==> src/rtl/clock_divider_multi.sv <==
`default_nettype none
// ============================================================================
// Module   : clock_divider_multi
// Purpose  : Multi-channel programmable clock divider for the tone path.
//            Each channel divides clk by a runtime divisor A, producing a
//            near-50% duty square wave (high ceil(A/2), low floor(A/2)) and a
//            one-cycle tick at the start of every period. Divisor changes on
//            a running channel are deferred to the period boundary so the
//            output never shows a runt pulse; a global sync pulse restarts
//            every channel at phase 0.
// Ports    : clk     - system clock, rising edge
//            rst     - asynchronous active-low reset
//            wr_en   - divisor write strobe
//            wr_ch   - channel index for the write (out-of-range ignored)
//            wr_div  - divisor value, 0 disables the channel
//            sync    - one-cycle restart pulse for all channels
//            oclk    - divided square outputs (registered)
//            tick    - period-start pulses (registered)
//            pend    - written divisor waiting for its boundary (registered)
// Revision : 1.0 - initial release
// ============================================================================
module clock_divider_multi #(
    parameter int CHANNELS  = 4,
    parameter int WIDTH     = 16,
    parameter int RESET_DIV = 100
) (
    input  logic                        clk,
    input  logic                        rst,
    input  logic                        wr_en,
    input  logic [$clog2(CHANNELS)-1:0] wr_ch,
    input  logic [WIDTH-1:0]            wr_div,
    input  logic                        sync,
    output logic [CHANNELS-1:0]         oclk,
    output logic [CHANNELS-1:0]         tick,
    output logic [CHANNELS-1:0]         pend
);

    localparam int               c_CHW       = $clog2(CHANNELS);
    localparam logic [WIDTH-1:0] c_RESET_DIV = WIDTH'(RESET_DIV);
    localparam logic [WIDTH-1:0] c_ONE       = {{(WIDTH-1){1'b0}}, 1'b1};
    localparam logic [WIDTH:0]   c_ONE_X     = {{WIDTH{1'b0}}, 1'b1};

    // Low for exactly the first edge after reset release: that edge only
    // presents phase 0 on the outputs, counting starts on the following edge.
    logic r_run;

    always_ff @(posedge clk or negedge rst) begin
        if (!rst) begin
            r_run <= 1'b0;
        end else begin
            r_run <= 1'b1;
        end
    end

    for (genvar i = 0; i < CHANNELS; i++) begin : g_ch
        logic [WIDTH-1:0] r_act;      // active divisor
        logic [WIDTH-1:0] r_pdiv;     // pending divisor
        logic [WIDTH-1:0] r_phase;    // phase counter, 0..r_act-1
        logic             r_pflag;
        logic             r_oclk;
        logic             r_tick;
        logic             r_pend;

        logic [WIDTH-1:0] w_act_n;
        logic [WIDTH-1:0] w_pdiv_n;
        logic [WIDTH-1:0] w_phase_n;
        logic             w_pflag_n;
        logic             w_wr;
        logic             w_wrap;
        logic [WIDTH:0]   w_high;     // ceil(A/2), one bit wider to avoid overflow

        // Equality decode naturally ignores indices >= CHANNELS.
        assign w_wr   = wr_en && (wr_ch == c_CHW'(i));
        assign w_wrap = r_run && (r_act != '0) && (r_phase == r_act - c_ONE);

        always_comb begin
            w_act_n   = r_act;
            w_pdiv_n  = r_pdiv;
            w_pflag_n = r_pflag;
            w_phase_n = (r_run && (r_act != '0)) ? r_phase + c_ONE : r_phase;

            if (sync) begin
                // A write on the sync edge wins over an older pending value.
                w_act_n   = w_wr ? wr_div : (r_pflag ? r_pdiv : r_act);
                w_pdiv_n  = '0;
                w_pflag_n = 1'b0;
                w_phase_n = '0;
            end else if (w_wr && ((r_act == '0) || w_wrap)) begin
                // Idle channel, or write landing exactly on the boundary:
                // nothing to protect, so apply at once.
                w_act_n   = wr_div;
                w_pdiv_n  = '0;
                w_pflag_n = 1'b0;
                w_phase_n = '0;
            end else if (w_wr) begin
                w_pdiv_n  = wr_div;
                w_pflag_n = 1'b1;
            end else if (w_wrap) begin
                if (r_pflag) begin
                    w_act_n = r_pdiv;
                end
                w_pdiv_n  = '0;
                w_pflag_n = 1'b0;
                w_phase_n = '0;
            end
        end

        assign w_high = ({1'b0, w_act_n} + c_ONE_X) >> 1;

        // Outputs are decoded from next-state values so they line up with
        // the phase held in the same cycle.
        always_ff @(posedge clk or negedge rst) begin
            if (!rst) begin
                r_act   <= c_RESET_DIV;
                r_pdiv  <= '0;
                r_phase <= '0;
                r_pflag <= 1'b0;
                r_oclk  <= 1'b0;
                r_tick  <= 1'b0;
                r_pend  <= 1'b0;
            end else begin
                r_act   <= w_act_n;
                r_pdiv  <= w_pdiv_n;
                r_phase <= w_phase_n;
                r_pflag <= w_pflag_n;
                r_oclk  <= (w_act_n != '0) && ({1'b0, w_phase_n} < w_high);
                r_tick  <= (w_act_n != '0) && (w_phase_n == '0);
                r_pend  <= w_pflag_n;
            end
        end

        assign oclk[i] = r_oclk;
        assign tick[i] = r_tick;
        assign pend[i] = r_pend;
    end

endmodule
`default_nettype wire

==> config.mk <==
export PLATFORM = sky130hd
export DESIGN_NAME = clock_divider_multi
export DESIGN_NICKNAME = d
export VERILOG_FILES = /design/src/rtl/clock_divider_multi.sv
export SDC_FILE = /design/constraint.sdc
export NUM_CORES = 1
export LEC_CHECK = 0
export ABC_AREA = 1
export CAP_MARGIN = 20
export CORE_AREA = 2 2 248 275
export DETAILED_ROUTE_END_ITERATION = 10
export DIE_AREA = 0 0 250 277
export PLACE_DENSITY_LB_ADDON = 0.05
export SLEW_MARGIN = 20
export SYNTH_ARGS = -nofsm -noshare
export SYNTH_HDL_FRONTEND = slang
export SYNTH_SLANG_ARGS = --single-unit
==> constraint.sdc <==
create_clock -name clk -period 4.15 [get_ports clk]
set_input_delay 0.83 -clock clk [delete_from_list [all_inputs] [get_ports clk]]
set_output_delay 0.83 -clock clk [all_outputs]
set_load 0.01 [all_outputs]
---- After elaboration in Yosys (flattened, before gate mapping) ----
Cells that the tools add are included.
operators by class
  add/sub/neg operators ................... 12
  multiplexer cells ....................... 76
  reductions and logical operators ........ 49
  div/mod/pow operators ................... 0
  magnitude comparators ................... 4
  $mul .................................... 0
  equality and inequality tests ........... 7
  shift-type cells ........................ 0
  bitwise logic cells ..................... 0
operators by type and width
  operator               number
  $mux 16                60
  $logic_not 16->1       8
  $reduce_bool 16->1     8
  $add 16x1->17 const B  4
  $add 16x1->16 const B  4
  $eq 16x16->1           4
  $lt 16x16->1           4
  $sub 16x1->16 const B  4
  $logic_and 1x1->1      24
  $mux 1                 16
  $reduce_bool 4->1      4
  $eq 2x2->1 const B     2
  $logic_or 1x1->1       4
  $eq 2x1->1 const B     1
  $logic_not 2->1        1
word-level totals
  bits in latches ......................... 0
  bits of input ports ..................... 22
  register bits ........................... 205
  bits in read-only memories .............. 0
  bits in writable memories ............... 0
  memories ................................ 0

---- Depth between registers and ports, before layout ----
  depth after elaboration ................. 10
  gate-level depth with buffers ........... 35
  mapped depth without buffers ............ 35

---- Worst setup path after synthesis ----
No wires, ideal clock.
  path kind ............................... register to register
  start ................................... reg g_ch[1].r_act[0]
  end ..................................... reg g_ch[1].r_oclk
  period minus slack after synthesis ...... 4.130 ns
  path buffers ............................ 1
  cell stages (with the launch flop) ...... 32
  data arrival time ....................... 4.058 ns
  path slack .............................. 0.020 ns
  required time ........................... 4.079 ns
  path through ............................ dfrtp_1 > inv_1 > ha_1 > nand2_4 > nor2_8 > nand2_1 > nand3_1 > nand3_1 > nor2_1 > nand3_1 > nor2_4 > nand2_2 > nand2_4 > nand2_2 > buf_6 > o211ai_2 > nand3_2 > nand2_2 > ha_1 > nand3_1 > nor2_4 > nand2_2 > inv_2 > nand2_1 > nand2_1 > nand2_1 > ha_1 > a21oi_1 > nor2_1 > a2111oi_0 > nand2_1 > nor2_1
on the way
  word-level cells in the longest chain between the ends .. 10
  elaborated cells between the ends (all ways) .. 23
ends and longest elaborated chain
  what                                                 line    source
  start, declared                                      56      logic [WIDTH-1:0] r_act;
  start signal, assigned                               114     r_act <= c_RESET_DIV;
  start signal, assigned                               122     r_act <= w_act_n;
  $sub 16x1->16 or $reduce_bool 16->1 (tied branches)  74      assign w_wrap = r_run && (r_act != '0) && (r_phase == r_act - c_ONE);
  $eq 16x16->1 or $logic_and 1x1->1 (tied branches)    74
  $logic_and 1x1->1                                    74
  $mux 16 or $logic_or 1x1->1 (tied branches)          98, 88
  $mux 16 or $logic_and 1x1->1 (tied branches)         95, 88
  $mux 16                                              88      end else if (w_wr && ((r_act == '0) || w_wrap)) begin
  $mux 16 (*)                                          82      if (sync) begin
  net g_ch[1].w_act_n[0]                               64      logic [WIDTH-1:0] w_act_n;
  $add 16x1->17                                        108     assign w_high = ({1'b0, w_act_n} + c_ONE_X) >> 1;
  $lt 16x16->1                                         126     r_oclk <= (w_act_n != '0) && ({1'b0, w_phase_n} < w_high);
  $logic_and 1x1->1 (*)                                126
  end signal, assigned                                 126
  end, declared                                        60      logic r_oclk;
Mark *: on every way through the listed nets, which the timed path passes. The rest lies on a longest branch.
A chain may end at the register's enable or synchronous reset.

---- Worst setup path after layout ----
  start ................................... reg g_ch[2].r_act[0]
  end ..................................... reg g_ch[2].r_oclk
on the way
  word-level cells in the longest chain between the ends .. 10
  elaborated cells between the ends (all ways) .. 23
ends and longest elaborated chain
  what                                                 line
  start, declared                                      56
  start signal, assigned                               114
  start signal, assigned                               122
  $sub 16x1->16 or $reduce_bool 16->1 (tied branches)  74, 80
  $eq 16x16->1 or $logic_and 1x1->1 (tied branches)    74, 80
  $logic_and 1x1->1                                    74
  $mux 16 or $logic_or 1x1->1 (tied branches)          98, 88
  $mux 16 or $logic_and 1x1->1 (tied branches)         95, 88
  $mux 16                                              88
  $mux 16                                              82
  $add 16x1->17                                        108
  $lt 16x16->1                                         126
  $logic_and 1x1->1 (*)                                126
  end signal, assigned                                 126
  end, declared                                        60
Every way passes the cells marked *; elsewhere a longest branch is shown, timed or not.

==> flow_summary.yaml <==
status:
  status: "finished with violations"
  violations: "setup timing"
global_route:
  overflow: 0
  grt_pass1_wl_mm: 125.0
  antenna_found_initial: 1
  grt_pass1_vias: 21590
  grt_max_degree: 80
  grt_use_total_pct: 23.15
routing:
  drtAntennaViolNets: 0
  drc: 0
  drt_iter0_markers: 1442
  routed_wl_mm: 81.22
  wl_met3_mm: 3.298
  viasPerCell: 4.749
  route.vias.total: 21770
  met2WireLength_mm: 38.32
  wl_per_cell_um: 17.72
  first_pass_iters: 5
  routed.top_layer: "met4"
  wl_met1_mm: 36.96
die:
  dieHeight_um: 277
  io_pins: 34
  dieArea_mm2: 0.06925
  start_util_pct: 29.57
  core_mm2: 0.06681
  num_rows: 100
  dieWidth_um: 250
timing:
  final.setup.worst_slack_ns: -0.03019
  slew_headroom_pct: 43.29
  period_minus_slack_ns: 4.180
  clock.fmax_ghz: 0.2392
  maxSlewViolCount: 0
  rsz0062_at_grt: "yes"
  hold_ws_ns: 0.1819
  skew_ns: 0.03995
  fin_crit_sh_pct: 100.7
  worst_slew_pin_slew_ns: 0.8481
  fin_setup_tns_ns: -0.03069
  hold_violations: 0
  setup_violations: 2
critical_path:
  r2r_start: "g_ch[2].r_act[0]$_DFF_PN0_"
  cp_max_fo: 7
  regToRegSetupSlack_ns: -0.03
  regToRegEndpoint: "g_ch[2].r_oclk$_DFF_PN0_"
  arrival_ns: 4.73
  crit_family: "simple AND/OR/NAND/NOR gates"
  end_kind: "flop"
  startpoint_type: "flop"
  critPathKind: "flop to flop"
  cp_slowest_stage_delay_ns: 0.39
  worstPathRequired_ns: 4.70
  slowest_stage: "dfrtp_1"
  path_buf_inv: 9
  r2r_cells: 34
  critPathMostFrequentCell: "nand2_1"
yosys:
  synth_seq_cells: 205
  synth_seq_area_share_pct: 26.04
  synth.area.top_cells: "dfrtp_1 24%, nand2_1 17%, inv_1 10%"
  synthDistinctLibCells: 54
  synth_nets: 3250
  yosys_warnings: 0
  syn_inst: 3152
  synth_area_per_cell_um2: 6.269
  async_flop_share_pct: 100.0
  yosysMostFrequentCell: "nand2_1"
  synth_top_area_share_pct: 24.44
  synth_largest_area_cell: "dfrtp_1"
  synthTopCellsByCount: "911 x nand2_1, 541 x inv_1, 305 x nor2_1, 234 x nand3_1, 193 x dfrtp_1"
  synth_edf_count: 0
  ys.flop_type: "dfrtp_1"
  synth_area_mm2: 0.01976
cts:
  cts_buffer_depth: 3
  clk_pin_slew_ns: 0.06
  clock_latency_ns: 0.62
  cts_buffers: 30
  cts_tree: "done"
  cts_sinks: 205
  htreeDepth: 1
  clockRootBuffer: "clkbuf_16"
finish:
  final_design_area_no_fill_mm2: 0.02734
  fin_nets: 3791
  drive_gt1_share_pct: 27.48
  fillers: 7212
  syn_to_final_growth_pct: 38.36
  diodes: 0
  multi_input_area_mm2: 0.01317
  seq_area_mm2: 0.005155
power_and_ir_drop:
  cellPowerDensity_mw_per_mm2: 323.9
  p_leak_nw: 14.19
  max-vdd-ir-drop_mv: 0.3253
placement:
  dp_worst_setup_slack_ns: -0.3689
  place_area_mm2: 0.02467
  gp_congestion: 0.8850
  dp_hpwl_mm: 64.60
  port_buffers: 33
flow_run:
  cap_violations: 0
worst_hold_path:
  hp-class: "primary input to asynchronous set/reset pin"
[where the power goes]
group | internal (mW) | total [mW] | switching, mW
logic | 1.63 | 3.75 | 2.13
clock network | 1.60 | 2.69 | 1.09
registers | 2.17 | 2.41 | 0.242
total | 5.40 | 8.85 | 3.46
[through the flow]
step / power (mW) / instances / util [%]
floorplan: 4.127 / 3152 / -
global placement: 5.811 / 4477 / 36.93
detailed placement: 5.817 / 4477 / 36.93
CTS: 8.720 / 4561 / 39.50
global route: 9.442 / 4583 / 40.92
finish: 8.854 / 4583 / 40.92
[registers in the layout, summed over array words and instances, names as in the netlist]
register and cells:
g_ch.r_phase 64, g_ch.r_act 64, g_ch.r_oclk 4, g_ch.r_tick 4
g_ch.r_pdiv 64, r_run 1, g_ch.r_pend 4
[kinds of logic (layout without fill, tap and decap cells)]
family                   Yosys count  count (layout)  share of synthesized area [%]
buffers and inverters            648            1211                          13.03
AND/OR/NAND/NOR                 1751            1752                          40.38
XOR/XNOR                         118             118                          5.231
multiplexers                       1               1                        0.05066
other                              1               1                        0.01898
flip-flops                       205             205                          26.04
AO/OA/AOI/OAI                    352             352                          10.44
adder cells (fa/ha/maj)           76              76                          4.813
[placed cells by master, fill, tap and decap left out, drive strengths merged, types with 49 or more instances in the layout]
cell type and count:
nand2 960, buf 570, inv 552, nor2 376, nand3 254, dfrtp 193, o21ai 161, xor2 84
nand4 77, ha 76, a21oi 70, o22ai 64, nor3 49
[what timing repair did]
item | CTS | global route
pin swaps | 50 | 94
gates cloned | 0 | 1
hold buffers | 0 | 0
endpoints found under the setup margin | 4 | 4
resized for setup | 121 | 190
buffers inserted | 30 | 21
[layer usage]
layer,vias to the layer above,track usage (%)
met1,10190,30.67
met4,0,7.600
met5,-,0
met2,451,39.28
li1,11020,-
met3,109,2.472
[worst max path at each step]
stage | start | endpoint | slack (ns) | depth (start not counted)
after global placement | g_ch[2].r_act[1]$_DFF_PN0_ | g_ch[2].r_oclk$_DFF_PN0_ | -0.39 | 32
after global routing | g_ch[2].r_act[1]$_DFF_PN0_ | g_ch[2].r_oclk$_DFF_PN0_ | -0.35 | 32
after floorplan | g_ch[1].r_act[0]$_DFF_PN0_ | g_ch[1].r_oclk$_DFF_PN0_ | 0.02 | 31
final | g_ch[2].r_act[0]$_DFF_PN0_ | g_ch[2].r_oclk$_DFF_PN0_ | -0.03 | 34
after CTS | g_ch[2].r_act[4]$_DFF_PN0_ | g_ch[2].r_oclk$_DFF_PN0_ | -0.07 | 31
after detailed placement | g_ch[2].r_act[1]$_DFF_PN0_ | g_ch[2].r_oclk$_DFF_PN0_ | -0.37 | 28
[layout make-up]
class	count	area share, %
clock inverters	13	0.5904
multi-input cells	2300	48.16
well taps	867	3.968
clock buffers	42	3.204
inverters	555	7.630
flip-flops and latches	205	18.86
repair buffers	601	17.59
(Power assumes the default switching activity.)
